==> src/rtl/axi4_stream_null_byte_remover_if.sv <==
// -----------------------------------------------------------------------------
// axi4_stream_if
// Purpose : AXI4-Stream bundle shared by producer and consumer.
// Signals : tvalid/tready handshake, tdata, tstrb, tkeep, tlast, tid, tdest, tuser.
// Modports: master drives the payload and tvalid and samples tready;
//           slave samples the payload and tvalid and drives tready.
// -----------------------------------------------------------------------------
interface axi4_stream_if #(
    parameter int TDATA_WIDTH = 32,
    parameter int TID_WIDTH   = 1,
    parameter int TDEST_WIDTH = 1,
    parameter int TUSER_WIDTH = 1
) ();
    logic                       tvalid;
    logic                       tready;
    logic [TDATA_WIDTH-1:0]     tdata;
    logic [TDATA_WIDTH/8-1:0]   tstrb;
    logic [TDATA_WIDTH/8-1:0]   tkeep;
    logic                       tlast;
    logic [TID_WIDTH-1:0]       tid;
    logic [TDEST_WIDTH-1:0]     tdest;
    logic [TUSER_WIDTH-1:0]     tuser;

    modport master (
        output tvalid, tdata, tstrb, tkeep, tlast, tid, tdest, tuser,
        input  tready
    );

    modport slave (
        input  tvalid, tdata, tstrb, tkeep, tlast, tid, tdest, tuser,
        output tready
    );
endinterface

==> src/rtl/axi4_stream_null_byte_remover.sv <==
// -----------------------------------------------------------------------------
// axi4_stream_null_byte_remover
// Purpose : Removes null bytes (tkeep = 0) from an AXI4-Stream and repacks the
//           surviving bytes, in order, into full output words. Every output
//           word is full except the tlast word, whose tkeep is low-aligned and
//           contiguous.
// Ports   : clk_i  - clock
//           rst_i  - asynchronous, active-high reset
//           pkt_i  - input stream (slave modport), tkeep may be sparse
//           pkt_o  - compacted output stream (master modport)
// Option  : AXI4_STREAM_NULL_REMOVER_DROP_EMPTY_EN
//           defined   - a packet with no kept bytes produces no output
//           undefined - such a packet is emitted as one empty tlast word
// -----------------------------------------------------------------------------
module axi4_stream_null_byte_remover #(
    parameter int TDATA_WIDTH = 32,
    parameter int TID_WIDTH   = 1,
    parameter int TDEST_WIDTH = 1,
    parameter int TUSER_WIDTH = 1
) (
    input  logic          clk_i,
    input  logic          rst_i,
    axi4_stream_if.slave  pkt_i,
    axi4_stream_if.master pkt_o
);
    localparam int W_B   = TDATA_WIDTH / 8;
    localparam int BUF_B = 2 * W_B;
    localparam int CNT_W = $clog2(BUF_B) + 1;
    localparam int IDX_W = $clog2(BUF_B);

    typedef logic [CNT_W-1:0] cnt_t;
    localparam cnt_t WB_C  = cnt_t'(W_B);
    localparam cnt_t BUF_C = cnt_t'(BUF_B);

    // Byte buffer: lane 0 is the oldest byte. Bytes at or above cnt_q are
    // always zero, which lets the low half drive pkt_o directly.
    logic [BUF_B*8-1:0]     data_q, data_d;
    logic [BUF_B-1:0]       strb_q, strb_d;
    logic [BUF_B-1:0]       vld_q,  vld_d;
    cnt_t                   cnt_q,  cnt_d;
    logic                   flush_q, flush_d;
    logic                   sop_q,   sop_d;
    logic                   tvalid_q, tvalid_d;
    logic                   tlast_q,  tlast_d;
    logic [TID_WIDTH-1:0]   tid_q,   tid_d;
    logic [TDEST_WIDTH-1:0] tdest_q, tdest_d;
    logic [TUSER_WIDTH-1:0] tuser_q, tuser_d;

    logic                   rx_ready_s;
    logic                   rx_s;
    logic                   tx_s;
    cnt_t                   pos_s;
    logic [IDX_W-1:0]       idx_s;

    // While flushing no input is taken; otherwise input is taken when the
    // upper half is free now or will be freed by this cycle's output handshake.
    assign rx_ready_s  = !flush_q && ((cnt_q <= WB_C) || pkt_o.tready);
    assign pkt_i.tready = rx_ready_s;
    assign rx_s        = pkt_i.tvalid && rx_ready_s;
    assign tx_s        = tvalid_q && pkt_o.tready;

    assign pkt_o.tvalid = tvalid_q;
    assign pkt_o.tlast  = tlast_q;
    assign pkt_o.tdata  = data_q[TDATA_WIDTH-1:0];
    assign pkt_o.tkeep  = vld_q[W_B-1:0];
    assign pkt_o.tstrb  = strb_q[W_B-1:0];
    assign pkt_o.tid    = tid_q;
    assign pkt_o.tdest  = tdest_q;
    assign pkt_o.tuser  = tuser_q;

    // Next-state: shift out the sent word, append packed input bytes, then
    // derive the registered tvalid/tlast from the resulting buffer state.
    always_comb begin
        data_d   = data_q;
        strb_d   = strb_q;
        vld_d    = vld_q;
        cnt_d    = cnt_q;
        flush_d  = flush_q;
        sop_d    = sop_q;
        tid_d    = tid_q;
        tdest_d  = tdest_q;
        tuser_d  = tuser_q;
        pos_s    = cnt_t'(0);
        idx_s    = {IDX_W{1'b0}};

        if (tx_s) begin
            data_d = data_q >> TDATA_WIDTH;
            strb_d = strb_q >> W_B;
            vld_d  = vld_q  >> W_B;
            if (cnt_q > WB_C) begin
                cnt_d = cnt_q - WB_C;
            end else begin
                cnt_d = cnt_t'(0);
            end
            if (tlast_q) begin
                flush_d = 1'b0;
            end else begin
                flush_d = flush_q;
            end
        end else begin
            cnt_d = cnt_q;
        end

        if (rx_s) begin
            // Kept lanes land at consecutive slots starting at the post-shift fill.
            pos_s = cnt_d;
            for (int i = 0; i < W_B; i++) begin
                if (pkt_i.tkeep[i]) begin
                    if (pos_s < BUF_C) begin
                        idx_s = pos_s[IDX_W-1:0];
                        data_d[{idx_s, 3'b000} +: 8] = pkt_i.tdata[i*8 +: 8];
                        strb_d[idx_s] = pkt_i.tstrb[i];
                        vld_d[idx_s]  = 1'b1;
                    end else begin
                        idx_s = {IDX_W{1'b0}};
                    end
                    pos_s = pos_s + cnt_t'(1);
                end else begin
                    pos_s = pos_s;
                end
            end
            cnt_d = pos_s;

            if (sop_q) begin
                tid_d   = pkt_i.tid;
                tdest_d = pkt_i.tdest;
                tuser_d = pkt_i.tuser;
            end else begin
                tid_d   = tid_q;
            end
            sop_d = pkt_i.tlast;

            if (pkt_i.tlast) begin
`ifdef AXI4_STREAM_NULL_REMOVER_DROP_EMPTY_EN
                // An empty packet never enters flush, so nothing is emitted.
                flush_d = (cnt_d != cnt_t'(0));
`else
                flush_d = 1'b1;
`endif
            end else begin
                flush_d = flush_d;
            end
        end else begin
            pos_s = cnt_t'(0);
        end

        // Holdback: a full word waits for more data unless the packet is closing.
        tvalid_d = (cnt_d > WB_C) || flush_d;
        tlast_d  = flush_d && (cnt_d <= WB_C);
    end

    // Buffer, control state and output registers.
    always_ff @(posedge clk_i or posedge rst_i) begin
        if (rst_i) begin
            data_q   <= {(BUF_B*8){1'b0}};
            strb_q   <= {BUF_B{1'b0}};
            vld_q    <= {BUF_B{1'b0}};
            cnt_q    <= cnt_t'(0);
            flush_q  <= 1'b0;
            sop_q    <= 1'b1;
            tvalid_q <= 1'b0;
            tlast_q  <= 1'b0;
            tid_q    <= {TID_WIDTH{1'b0}};
            tdest_q  <= {TDEST_WIDTH{1'b0}};
            tuser_q  <= {TUSER_WIDTH{1'b0}};
        end else begin
            data_q   <= data_d;
            strb_q   <= strb_d;
            vld_q    <= vld_d;
            cnt_q    <= cnt_d;
            flush_q  <= flush_d;
            sop_q    <= sop_d;
            tvalid_q <= tvalid_d;
            tlast_q  <= tlast_d;
            tid_q    <= tid_d;
            tdest_q  <= tdest_d;
            tuser_q  <= tuser_d;
        end
    end
endmodule

==> src/flat_wrapper.sv <==
// flat-port wrapper written by rule: the top's interface ports become plain ports
module axi4_stream_null_byte_remover_flat 
#(
    parameter int TDATA_WIDTH = 32,
    parameter int TID_WIDTH   = 1,
    parameter int TDEST_WIDTH = 1,
    parameter int TUSER_WIDTH = 1
)
  (clk_i, rst_i, pkt_i_tvalid, pkt_i_tdata, pkt_i_tstrb, pkt_i_tkeep, pkt_i_tlast, pkt_i_tid, pkt_i_tdest, pkt_i_tuser, pkt_i_tready, pkt_o_tvalid, pkt_o_tdata, pkt_o_tstrb, pkt_o_tkeep, pkt_o_tlast, pkt_o_tid, pkt_o_tdest, pkt_o_tuser, pkt_o_tready);
  axi4_stream_if #(.TDATA_WIDTH(TDATA_WIDTH), .TID_WIDTH(TID_WIDTH), .TDEST_WIDTH(TDEST_WIDTH), .TUSER_WIDTH(TUSER_WIDTH)) pkt_i_i ();
  axi4_stream_if #(.TDATA_WIDTH(TDATA_WIDTH), .TID_WIDTH(TID_WIDTH), .TDEST_WIDTH(TDEST_WIDTH), .TUSER_WIDTH(TUSER_WIDTH)) pkt_o_i ();
  input  logic clk_i;
  input  logic rst_i;
  input wire logic [$bits(pkt_i_i.tvalid)-1:0] pkt_i_tvalid;
  input wire logic [$bits(pkt_i_i.tdata)-1:0] pkt_i_tdata;
  input wire logic [$bits(pkt_i_i.tstrb)-1:0] pkt_i_tstrb;
  input wire logic [$bits(pkt_i_i.tkeep)-1:0] pkt_i_tkeep;
  input wire logic [$bits(pkt_i_i.tlast)-1:0] pkt_i_tlast;
  input wire logic [$bits(pkt_i_i.tid)-1:0] pkt_i_tid;
  input wire logic [$bits(pkt_i_i.tdest)-1:0] pkt_i_tdest;
  input wire logic [$bits(pkt_i_i.tuser)-1:0] pkt_i_tuser;
  output wire logic [$bits(pkt_i_i.tready)-1:0] pkt_i_tready;
  output wire logic [$bits(pkt_o_i.tvalid)-1:0] pkt_o_tvalid;
  output wire logic [$bits(pkt_o_i.tdata)-1:0] pkt_o_tdata;
  output wire logic [$bits(pkt_o_i.tstrb)-1:0] pkt_o_tstrb;
  output wire logic [$bits(pkt_o_i.tkeep)-1:0] pkt_o_tkeep;
  output wire logic [$bits(pkt_o_i.tlast)-1:0] pkt_o_tlast;
  output wire logic [$bits(pkt_o_i.tid)-1:0] pkt_o_tid;
  output wire logic [$bits(pkt_o_i.tdest)-1:0] pkt_o_tdest;
  output wire logic [$bits(pkt_o_i.tuser)-1:0] pkt_o_tuser;
  input wire logic [$bits(pkt_o_i.tready)-1:0] pkt_o_tready;
  assign pkt_i_i.tvalid = pkt_i_tvalid;
  assign pkt_i_i.tdata = pkt_i_tdata;
  assign pkt_i_i.tstrb = pkt_i_tstrb;
  assign pkt_i_i.tkeep = pkt_i_tkeep;
  assign pkt_i_i.tlast = pkt_i_tlast;
  assign pkt_i_i.tid = pkt_i_tid;
  assign pkt_i_i.tdest = pkt_i_tdest;
  assign pkt_i_i.tuser = pkt_i_tuser;
  assign pkt_i_tready = pkt_i_i.tready;
  assign pkt_o_tvalid = pkt_o_i.tvalid;
  assign pkt_o_tdata = pkt_o_i.tdata;
  assign pkt_o_tstrb = pkt_o_i.tstrb;
  assign pkt_o_tkeep = pkt_o_i.tkeep;
  assign pkt_o_tlast = pkt_o_i.tlast;
  assign pkt_o_tid = pkt_o_i.tid;
  assign pkt_o_tdest = pkt_o_i.tdest;
  assign pkt_o_tuser = pkt_o_i.tuser;
  assign pkt_o_i.tready = pkt_o_tready;
  axi4_stream_null_byte_remover #(.TDATA_WIDTH(TDATA_WIDTH), .TID_WIDTH(TID_WIDTH), .TDEST_WIDTH(TDEST_WIDTH), .TUSER_WIDTH(TUSER_WIDTH)) u_core (.clk_i(clk_i), .rst_i(rst_i), .pkt_i(pkt_i_i), .pkt_o(pkt_o_i));
endmodule
==> config.mk <==
export PLATFORM = sky130hd
export DESIGN_NAME = axi4_stream_null_byte_remover_flat
export DESIGN_NICKNAME = d
export VERILOG_FILES = /design/src/rtl/axi4_stream_null_byte_remover_if.sv /design/src/rtl/axi4_stream_null_byte_remover.sv /design/src/flat_wrapper.sv
export SDC_FILE = /design/constraint.sdc
export NUM_CORES = 1
export LEC_CHECK = 0
export BUFFER_PORTS_ARGS = -buffer_cell sky130_fd_sc_hd__buf_4
export CAP_MARGIN = 15
export CORE_MARGIN = 2
export CORE_UTILIZATION = 40
export CTS_CLUSTER_DIAMETER = 120
export DETAILED_ROUTE_END_ITERATION = 8
export PLACE_DENSITY_LB_ADDON = 0.05
export SLEW_MARGIN = 20
export SYNTH_ARGS = -nofsm -noshare
export SYNTH_HDL_FRONTEND = slang
export SYNTH_SLANG_ARGS = --single-unit
==> constraint.sdc <==
create_clock -name clk_i -period 5.1 [get_ports clk_i]
set_clock_uncertainty 0.2 [all_clocks]
set_input_delay 0.51 -clock clk_i [delete_from_list [all_inputs] [get_ports clk_i]]
set_output_delay 0.51 -clock clk_i [all_outputs]
set_load 0.02 [all_outputs]
# Word-level counts from Yosys, hierarchy flattened
# Index checks and enable logic that the tools add are counted.
# word_totals
ff_bits,91
input_bits,48
output_inout_bits,46
elab_cells,129
# op_classes
add_sub_neg,9
n_lt_le_gt_ge,16
n_shift,8
muxes,69
bitwise,4
reduce_logical,12
# ops
op,count
$mux 64,13
$bwmux 64,4
$shift 8x8->64 const A,4
$shiftx 8x8->64,4
$mux 8,26
$mux 4,10
$bwmux 8,4
$neg 6->8,4
$or 8x8->8,4
$add 4x1->4 const B,4
$lt 3x4->1 const B,4
$lt 4x4->1 const B,4
$demux 1 s3,4
$ge 3x1->1 const B,4
$gt 4x3->1 const B,2
$le 4x3->1 const B,2
$logic_and 1x1->1,8
$mux 1,8
$sub 4x3->4 const B,1
$logic_or 1x1->1,2
$reduce_and 2->1,1
$logic_not 1->1,1

# Longest topological paths before layout
# Gate-level depths: netlist (run 1).
# depth
ltp_word,23
mapped_depth,20
depth_no_buf,17

# Worst setup path before layout (run 1)
# OpenSTA, ideal clock, no wires.
# synth_timing
path_type,in2reg
from,in pkt_o_tready
to,reg u_core.data_q[48]
setup_time_ns,0.126
t_arrival_ns,4.434
required_ns,4.774
path_slack_ns,0.340
path_stages,17
path_buffers,2
cell_sequence,buf_2 > and4bb_4 > nor2_2 > xnor2_4 > ha_1 > and2_1 > or2_2 > clkbuf_1 > inv_1 > ha_1 > nand2b_1 > o31ai_1 > inv_1 > ha_1 > nor3b_1 > a31oi_1 > a221o_1
# synth_via
elab_chain_len,20
elab_cells_between_ends,47
cone_classes,add/sub: 7; order compare: 4; shift: 8; mux: 24; reduce/logical: 4
# synth_lines
item,line_no,source
from (decl),flat_wrapper.sv:31,input wire logic [$bits(pkt_o_i.tready)-1:0] pkt_o_tready;
"parallel branches: the longest is 19 deep, another holds $neg 6->8",-,
$mux 64 *,axi4_stream_null_byte_remover.sv:104,if (rx_s) begin
named net u_core.data_d[48],axi4_stream_null_byte_remover.sv:37,"logic [BUF_B*8-1:0] data_q, data_d;"
to (signal assigned),axi4_stream_null_byte_remover.sv:155,data_q <= {(BUF_B*8){1'b0}};
to (signal assigned),axi4_stream_null_byte_remover.sv:167,data_q <= data_d;
to (decl),axi4_stream_null_byte_remover.sv:37,
# Mark *: on every way through the listed nets, which the timed path passes. The select of a mux whose other input is x is not followed.
# A chain may end at the register's enable or synchronous reset.

# Worst setup path after layout (run 1)
# layout_timing
from,reg u_core.cnt_q[2]
to,reg u_core.data_q[17]
# layout_via
elab_chain_len,21
elab_cells_between_ends,49
cone_classes,add/sub: 8; order compare: 6; shift: 8; mux: 24; reduce/logical: 3
# layout_lines
item,line_no,source
from (decl),axi4_stream_null_byte_remover.sv:40,"cnt_t cnt_q, cnt_d;"
from (signal assigned),axi4_stream_null_byte_remover.sv:158,cnt_q <= cnt_t'(0);
from (signal assigned),axi4_stream_null_byte_remover.sv:170,cnt_q <= cnt_d;
"parallel branches: the longest is 20 deep, another holds $sub 4x3->4",-,
$mux 64 *,axi4_stream_null_byte_remover.sv:104,
named net u_core.data_d[17],axi4_stream_null_byte_remover.sv:37,
# Marked as above.

==> flow_summary_export.csv, run 1 <==
group,metric,value,unit
status,outcome,"finished, final reports clean",
worst_setup_path,path_max_fanout,10,
final_layout,final_core_util,45.05,%
power_and_ir_drop,p_per_area,689.0,nW/um2
placement,hpwlAfterDp,23.64,mm
global_route,grt_max_degree,68,
final_layout,multi_input_area,5482,um2
synthesis,synth_edf_count,0,
final_layout,finalNetCount,1132,
synthesis,synthArstFlopShare,100.0,%
floorplanning,rows,53,
worst_setup_path,critPathBufInv,2,
worst_setup_path,cp.depth,16,
floorplanning,initial_core_util,40.66,%
clocking,worstSkewPairLatency,0.35,ns
drt,viasPerCell,6.336,
floorplanning,io_pins,94,
global_route,antenna_found_initial,0,
synthesis,synth-seq-area-share,26.66,%
synthesis,synth_warnings,0,
sta,min_period,4.864,ns
final_layout,regArea,2278,um2
sta,setup_viol,0,
drt,dr_total_vias,8573,
synthesis,synthFlopType,"dfrtp_1",
global_route,use_met3,7.182,%
floorplanning,design.die.area,22550,um2
synthesis,synth_compound_area_share,29.09,%
synthesis,netlist_instances,1074,
power_and_ir_drop,pwr-share-clk,10.8,%
sta,hold_viol,0,
floorplanning,dieHeight,150.2,um
worst_setup_path,critPathArrivalTime,4.90,ns
final_layout,mostFrequentLayoutCells,"127 x buf_4, 111 x nand2_1, 103 x nor2_1",
worst_setup_path,crit_type,"register to register",
job,drv_cap,0,
floorplanning,fp.coreArea,21020,um2
final_layout,final_common_cell,"buf_4",
drt,drtIter0Drc,1008,
sta,rsz0062_at_grt,"false",
sta,slew_violations,0,
sta,clock.fmax,205.6,MHz
synthesis,synth_area_leaders,"dfrtp_1 26%, mux2i_1 8.5%, nand2_1 5.0%",
sta,whs,0.1433,ns
synthesis,synth_top_area_share,26.35,%
global_route,grt_pass1_wl,51.65,mm
worst_setup_path,crit_top_cell,"ha_1",
clocking,cts_tree,"built",
synthesis,yosys.area_share.simple,21.02,%
global_route,grt_usage,30.84,%
clocking,clock-root-buffer,"clkbuf_16",
worst_setup_path,required,5.14,ns
worst_setup_path,r2r_cells,16,
synthesis,syn_avg_cell_area,7.958,um2
clocking,htree_levels,3,
clocking,post-cts-setup-buffers,0,
sta,period_share,95.37,%
clocking,clock_path_buffers,2,
sta,fin_tns_setup,0,ns
clocking,clock_sinks,91,
synthesis,muxShareOfSynthArea,9.603,%
synthesis,synth_nets,1133,
drt,routed_wl,34.42,mm
drt,wl_per_cell,25.44,um
global_route,use_met1,44.92,%
synthesis,synth_xor_area_share,2.386,%
worst_setup_path,r2r_slack,0.24,ns
placement,gp_congestion,0.9289,
worst_setup_path,cp-end-kind,"register",
synthesis,synth-seq-cells,91,
power_and_ir_drop,p_sw_share,49.60,%
power_and_ir_drop,ir_drop,0.2625,mV
worst_setup_path,crit_family,"simple AND/OR/NAND/NOR gates",
power_and_ir_drop,combPwrFrac,68.6,%
power_and_ir_drop,p_int,3289,uW
final_layout,drive_above_1_share,18.55,%
synthesis,yosysTopAreaCell,"dfrtp_1",
worst_setup_path,cp_slowest_stage_delay,0.47,ns
sta,worst_pin_slew,0.9036,ns
drt,ant_nets,0,
final_layout,fillers,2094,
global_route,grt_pass1_vias,7993,
final_layout,syn_to_final_growth,10.80,%
worst_setup_path,crit_slowest_cell,"dfrtp_1",
clocking,clk_pin_slew,0.07,ns
synthesis,synth_top_family_by_area,"compound AO/OA/AOI/OAI gates",
global_route,use_met2,44.54,%
drt,drtPass1Iterations,7,
final_layout,diodes,0,
synthesis,synth-adder-area-share,1.610,%
sta,timing.slew.headroom,39.76,%
worst_setup_path,crit_chain,"and4bb_4 -> nor2_2 -> xnor2_4 -> ha_1 -> and2_1 -> or2_2 -> inv_1 -> ha_1 -> nand2b_1 -> o31ai_1 -> inv_1 -> ha_1 -> and3b_1 -> o211ai_1 -> or2_1 -> o221a_1",
placement,port_buffers,93,
global_route,grt_overflow,0,
power_and_ir_drop,pwr-share-seq,20.7,%
synthesis,ys_types,89,
worst_setup_path,cp-start-kind,"register",
clocking,numCtsBuffers,9,
synthesis,syn-cell-area,8547,um2
power_and_ir_drop,power_switching,3237,uW
global_route,grt_busiest_layer,"met1",
power_and_ir_drop,p_leak,0.004165,uW
drt,drc,0,
floorplanning,die_w,150.2,um
hold_path,hp-class,"input pin to asynchronous set/reset pin",
[layout make-up]
type                    count  area share, %
flip-flops and latches     91          24.06
clock buffers              11          2.457
inverters                  27          1.097
well taps                 275          3.633
multi-input cells         816          57.88
repair buffers            128          10.28
clock inverters             5         0.5945
[Yosys cell counts, types with 5 or more instances]
library cell / number
a221o_1: 9
inv_1: 22
o22ai_1: 18
and2_1: 10
nand3_1: 42
a211o_1: 26
o21ai_1: 7
o211a_1: 10
a22oi_1: 27
buf_4: 44
o221a_1: 7
clkbuf_1: 58
xnor2_1: 5
o211ai_1: 19
nor3b_1: 5
dfrtp_1: 90
nor2_1: 103
or3_1: 6
and3_1: 13
o21ai_0: 68
nor3_1: 6
mux2_2: 8
buf_1: 18
nor3_2: 6
ha_1: 11
nand4_1: 9
nand2_1: 113
buf_2: 17
mux2i_1: 73
a211oi_1: 53
a21oi_1: 45
inv_2: 5
a31oi_1: 20
[per-layer routing]
layer	part of all wire [%]	wire, um
met5	0	0
met4	3.3	1131
met3	9.1	3143
met2	43	14640
met1	45	15510
[sequential cells by signal, indices dropped and copies added (netlist names)]
signal and cells:
u_core.vld_q 8, u_core.strb_q 8, u_core.flush_q 1, u_core.sop_q 1, u_core.data_q 64, u_core.pkt_o.tlast 1
u_core.cnt_q 4, u_core.pkt_o.tid 1, u_core.pkt_o.tvalid 1, u_core.pkt_o.tuser 1, u_core.pkt_o.tdest 1
[metrics by stage]
step / total power [uW] / std cells / cell area, um2 / setup slack, ns
3_3_place_gp: 5716 / 1337 / 9166 / 0.2341
6_report: 6525 / 1353 / 9470 / 0.2361
5_1_grt: 7024 / 1353 / 9470 / 0.02631
3_5_place_dp: 5739 / 1337 / 9168 / 0.1534
4_1_cts: 6459 / 1353 / 9457 / 0.2425
2_1_floorplan: 4640 / 1074 / 8547 / 0.3405
[timing repair]
action	in CTS	in global routing
hold buffers	0	0
endpoints found under the setup margin	0	15
gates resized for setup	0	3
[logic make-up after synthesis]
family	Yosys count
AO/OA/AOI/OAI	351
XOR/XNOR	14
adder cells (fa/ha/maj)	11
buffers and inverters	167
flip-flops	91
multiplexers	81
AND/OR/NAND/NOR	359
[final timing paths]
| path | end | start |
|---|---|---|
| hold / removal | u_core.cnt_q[2] | rst_i |
| setup / recovery | u_core.data_q[17] | u_core.cnt_q[2] |
| min in group clk_i | u_core.pkt_o.tdest | pkt_i_tdest |
| max in group asynchronous | u_core.sop_q | rst_i |
| hold reg to reg | u_core.sop_q | u_core.sop_q |
| setup reg to reg | u_core.data_q[17] | u_core.cnt_q[2] |
[power groups by stage]
stage / Combinational [uW] / Sequential (uW) / Clock, uW
floorplan: 3380 / 1250 / 0
global placement: 4370 / 1340 / 0
detailed placement: 4380 / 1360 / 0
CTS: 4400 / 1340 / 712
global route: 4890 / 1390 / 744
finish: 4470 / 1350 / 702
Note: power is estimated with default switching activity, not from simulation.
==> inputs of run 2 (changes only) <==
clock period = 4.7 ns   (was 5.1 ns; I/O delays follow)
==> flow_summary_export.csv, run 2 (same netlist as run 1, synthesis figures left out) <==
group,metric,value,unit
drt,drtIter0Drc,826,
final_layout,syn_to_final_growth,12.40,%
power_and_ir_drop,p_sw_share,49.05,%
worst_setup_path,r2r_cells,18,
final_layout,mostFrequentLayoutCells,"143 x buf_4, 111 x nand2_1, 103 x nor2_1",
drt,routed.top_layer,"met4",
global_route,grt_usage,30.69,%
sta,timing.slew.headroom,25.03,%
worst_setup_path,required,4.74,ns
sta,period_share,95.02,%
clocking,clock_sinks,91,
global_route,antenna_found_initial,0,
final_layout,final_core_util,45.70,%
sta,hold_viol,0,
final_layout,largest_register_ffs,64,
hold_path,hp-class,"input pin to asynchronous set/reset pin",
final_layout,final_common_cell,"buf_4",
drt,wl_per_cell,25.07,um
sta,setup_viol,0,
clocking,post-cts-setup-buffers,0,
global_route,grt_pass1_vias,8047,
final_layout,drive_above_1_share,20.13,%
drt,wl_met1,15.46,mm
power_and_ir_drop,ir_drop,0.2723,mV
clocking,cts-resized-gates,0,
sta,worst_pin_slew,1.119,ns
global_route,grt_max_degree,61,
drt,drtPass1Iterations,8,
worst_setup_path,path_max_fanout,8,
clocking,clock-root-buffer,"clkbuf_16",
placement,placed_cells,1352,
clocking,numCtsBuffers,9,
power_and_ir_drop,pwr-share-clk,10.9,%
power_and_ir_drop,p_int,3671,uW
clocking,cts_tree,"built",
worst_setup_path,cp-start-kind,"register",
sta,clock.fmax,223.9,MHz
floorplanning,fp.coreArea,21020,um2
sta,setup_ws,0.2338,ns
floorplanning,io_pins,94,
drt,viasPerCell,6.206,
final_layout,finalNonFillerCells,1368,
power_and_ir_drop,p_leak,0.004246,uW
placement,dpl_cell_area,9271,um2
clocking,cts_hold_buffers,0,
clocking,clock_path_buffers,2,
power_and_ir_drop,p_per_area,750.0,nW/um2
floorplanning,initial_core_util,40.66,%
job,drv_cap,0,
drt,routed_wl,34.30,mm
power_and_ir_drop,power_switching,3534,uW
status,outcome,"finished, final reports clean",
power_and_ir_drop,pwr-share-seq,20.1,%
drt,wl_met3,2.974,mm
worst_setup_path,cp-end-kind,"register",
worst_setup_path,crit_type,"register to register",
clocking,htree_levels,3,
global_route,grt_overflow,0,
placement,gp_congestion,0.9523,
final_layout,fillers,2104,
placement,port_buffers,93,
final_layout,finalNetCount,1147,
final_layout,reg.largest.list,"u_core.data_q: 64 flops, u_core.strb_q: 8 flops, u_core.vld_q: 8 flops",
drt,dr_total_vias,8490,
final_layout,diodes,0,
clocking,clk_pin_slew,0.07,ns
sta,fin_tns_setup,0,ns
floorplanning,die_w,150.2,um
drt,dr_wl_met2,14.65,mm
clocking,worstSkewPairLatency,0.36,ns
sta,slew_violations,0,
global_route,grt_pass1_wl,51.32,mm
final_layout,postLayoutCellArea,9607,um2
floorplanning,rows,53,
placement,hpwlAfterDp,23.89,mm
drt,drc,0,
drt,ant_nets,0,
placement,post-place-ws,0.03764,ns
worst_setup_path,critPathArrivalTime,4.50,ns
floorplanning,dieHeight,150.2,um
power_and_ir_drop,combPwrFrac,69.0,%
sta,min_period,4.466,ns
floorplanning,design.die.area,22550,um2
final_layout,top_register,"u_core.data_q",
[run 2: cell count changes in the layout (fill, tap and decap cells not counted), sizes merged]
| cell | delta |
|---|---|
| clkbuf | +2 |
| clkinv | -2 |
| buf | +15 |
[run 2: cell type report]
cell class / instances / area (um2) / area share (%)
multi-input cells: 816 / 5499 / 57.24
flip-flops and latches: 91 / 2280 / 23.73
repair buffers: 143 / 1074 / 11.17
well taps: 275 / 344.1 / 3.582
clock buffers: 13 / 260.3 / 2.709
inverters: 27 / 103.9 / 1.081
clock inverters: 3 / 46.29 / 0.4819
[run 2: critical path, cell delays in order (launching register included)]
cell	delay [ns]
dfrtp_2	0.44
and4bb_4	0.36
nor2_2	0.07
xnor2_4	0.13
ha_1	0.31
and2_1	0.20
or2_2	0.31
inv_1	0.08
ha_1	0.23
nand2b_1	0.24
o31ai_1	0.19
ha_1	0.25
ha_1	0.27
buf_4	0.17
nor4b_2	0.35
nand4_1	0.13
buf_4	0.21
o22ai_1	0.16
a21oi_1	0.06
[run 2: worst paths after layout]
kind | start | end | slack [ns]
hold / removal | rst_i | u_core.pkt_o.tvalid | 0.06
max in group asynchronous | rst_i | u_core.sop_q | 3.24
min in group clk_i | pkt_i_tdest | u_core.pkt_o.tdest | 0.14
setup reg to reg | u_core.cnt_q[2] | u_core.data_q[6] | 0.23
setup / recovery | u_core.cnt_q[2] | u_core.data_q[6] | 0.23
hold reg to reg | u_core.sop_q | u_core.sop_q | 0.27
[run 2: metrics by stage]
step | total power (uW) | hold slack (ns)
2_1_floorplan | 5043 | 0.2393
3_3_place_gp | 6294 | 0.2493
3_5_place_dp | 6309 | 0.2600
4_1_cts | 7122 | 0.09840
5_1_grt | 7741 | 0.1354
6_report | 7205 | 0.05659
[run 2: power by group through the flow]
stage	Clock, uW	Combinational [uW]	Sequential (uW)
floorplan	0	3680	1360
global placement	0	4850	1450
detailed placement	0	4860	1450
CTS	805	4880	1440
global route	836	5420	1490
finish	788	4970	1440
[run 2: metal layers]
layer	global-route usage, %	vias up
met5	1.136	-
met4	11.93	0
met3	8.152	73
met2	44.18	391
met1	43.54	4052
li1	-	3974
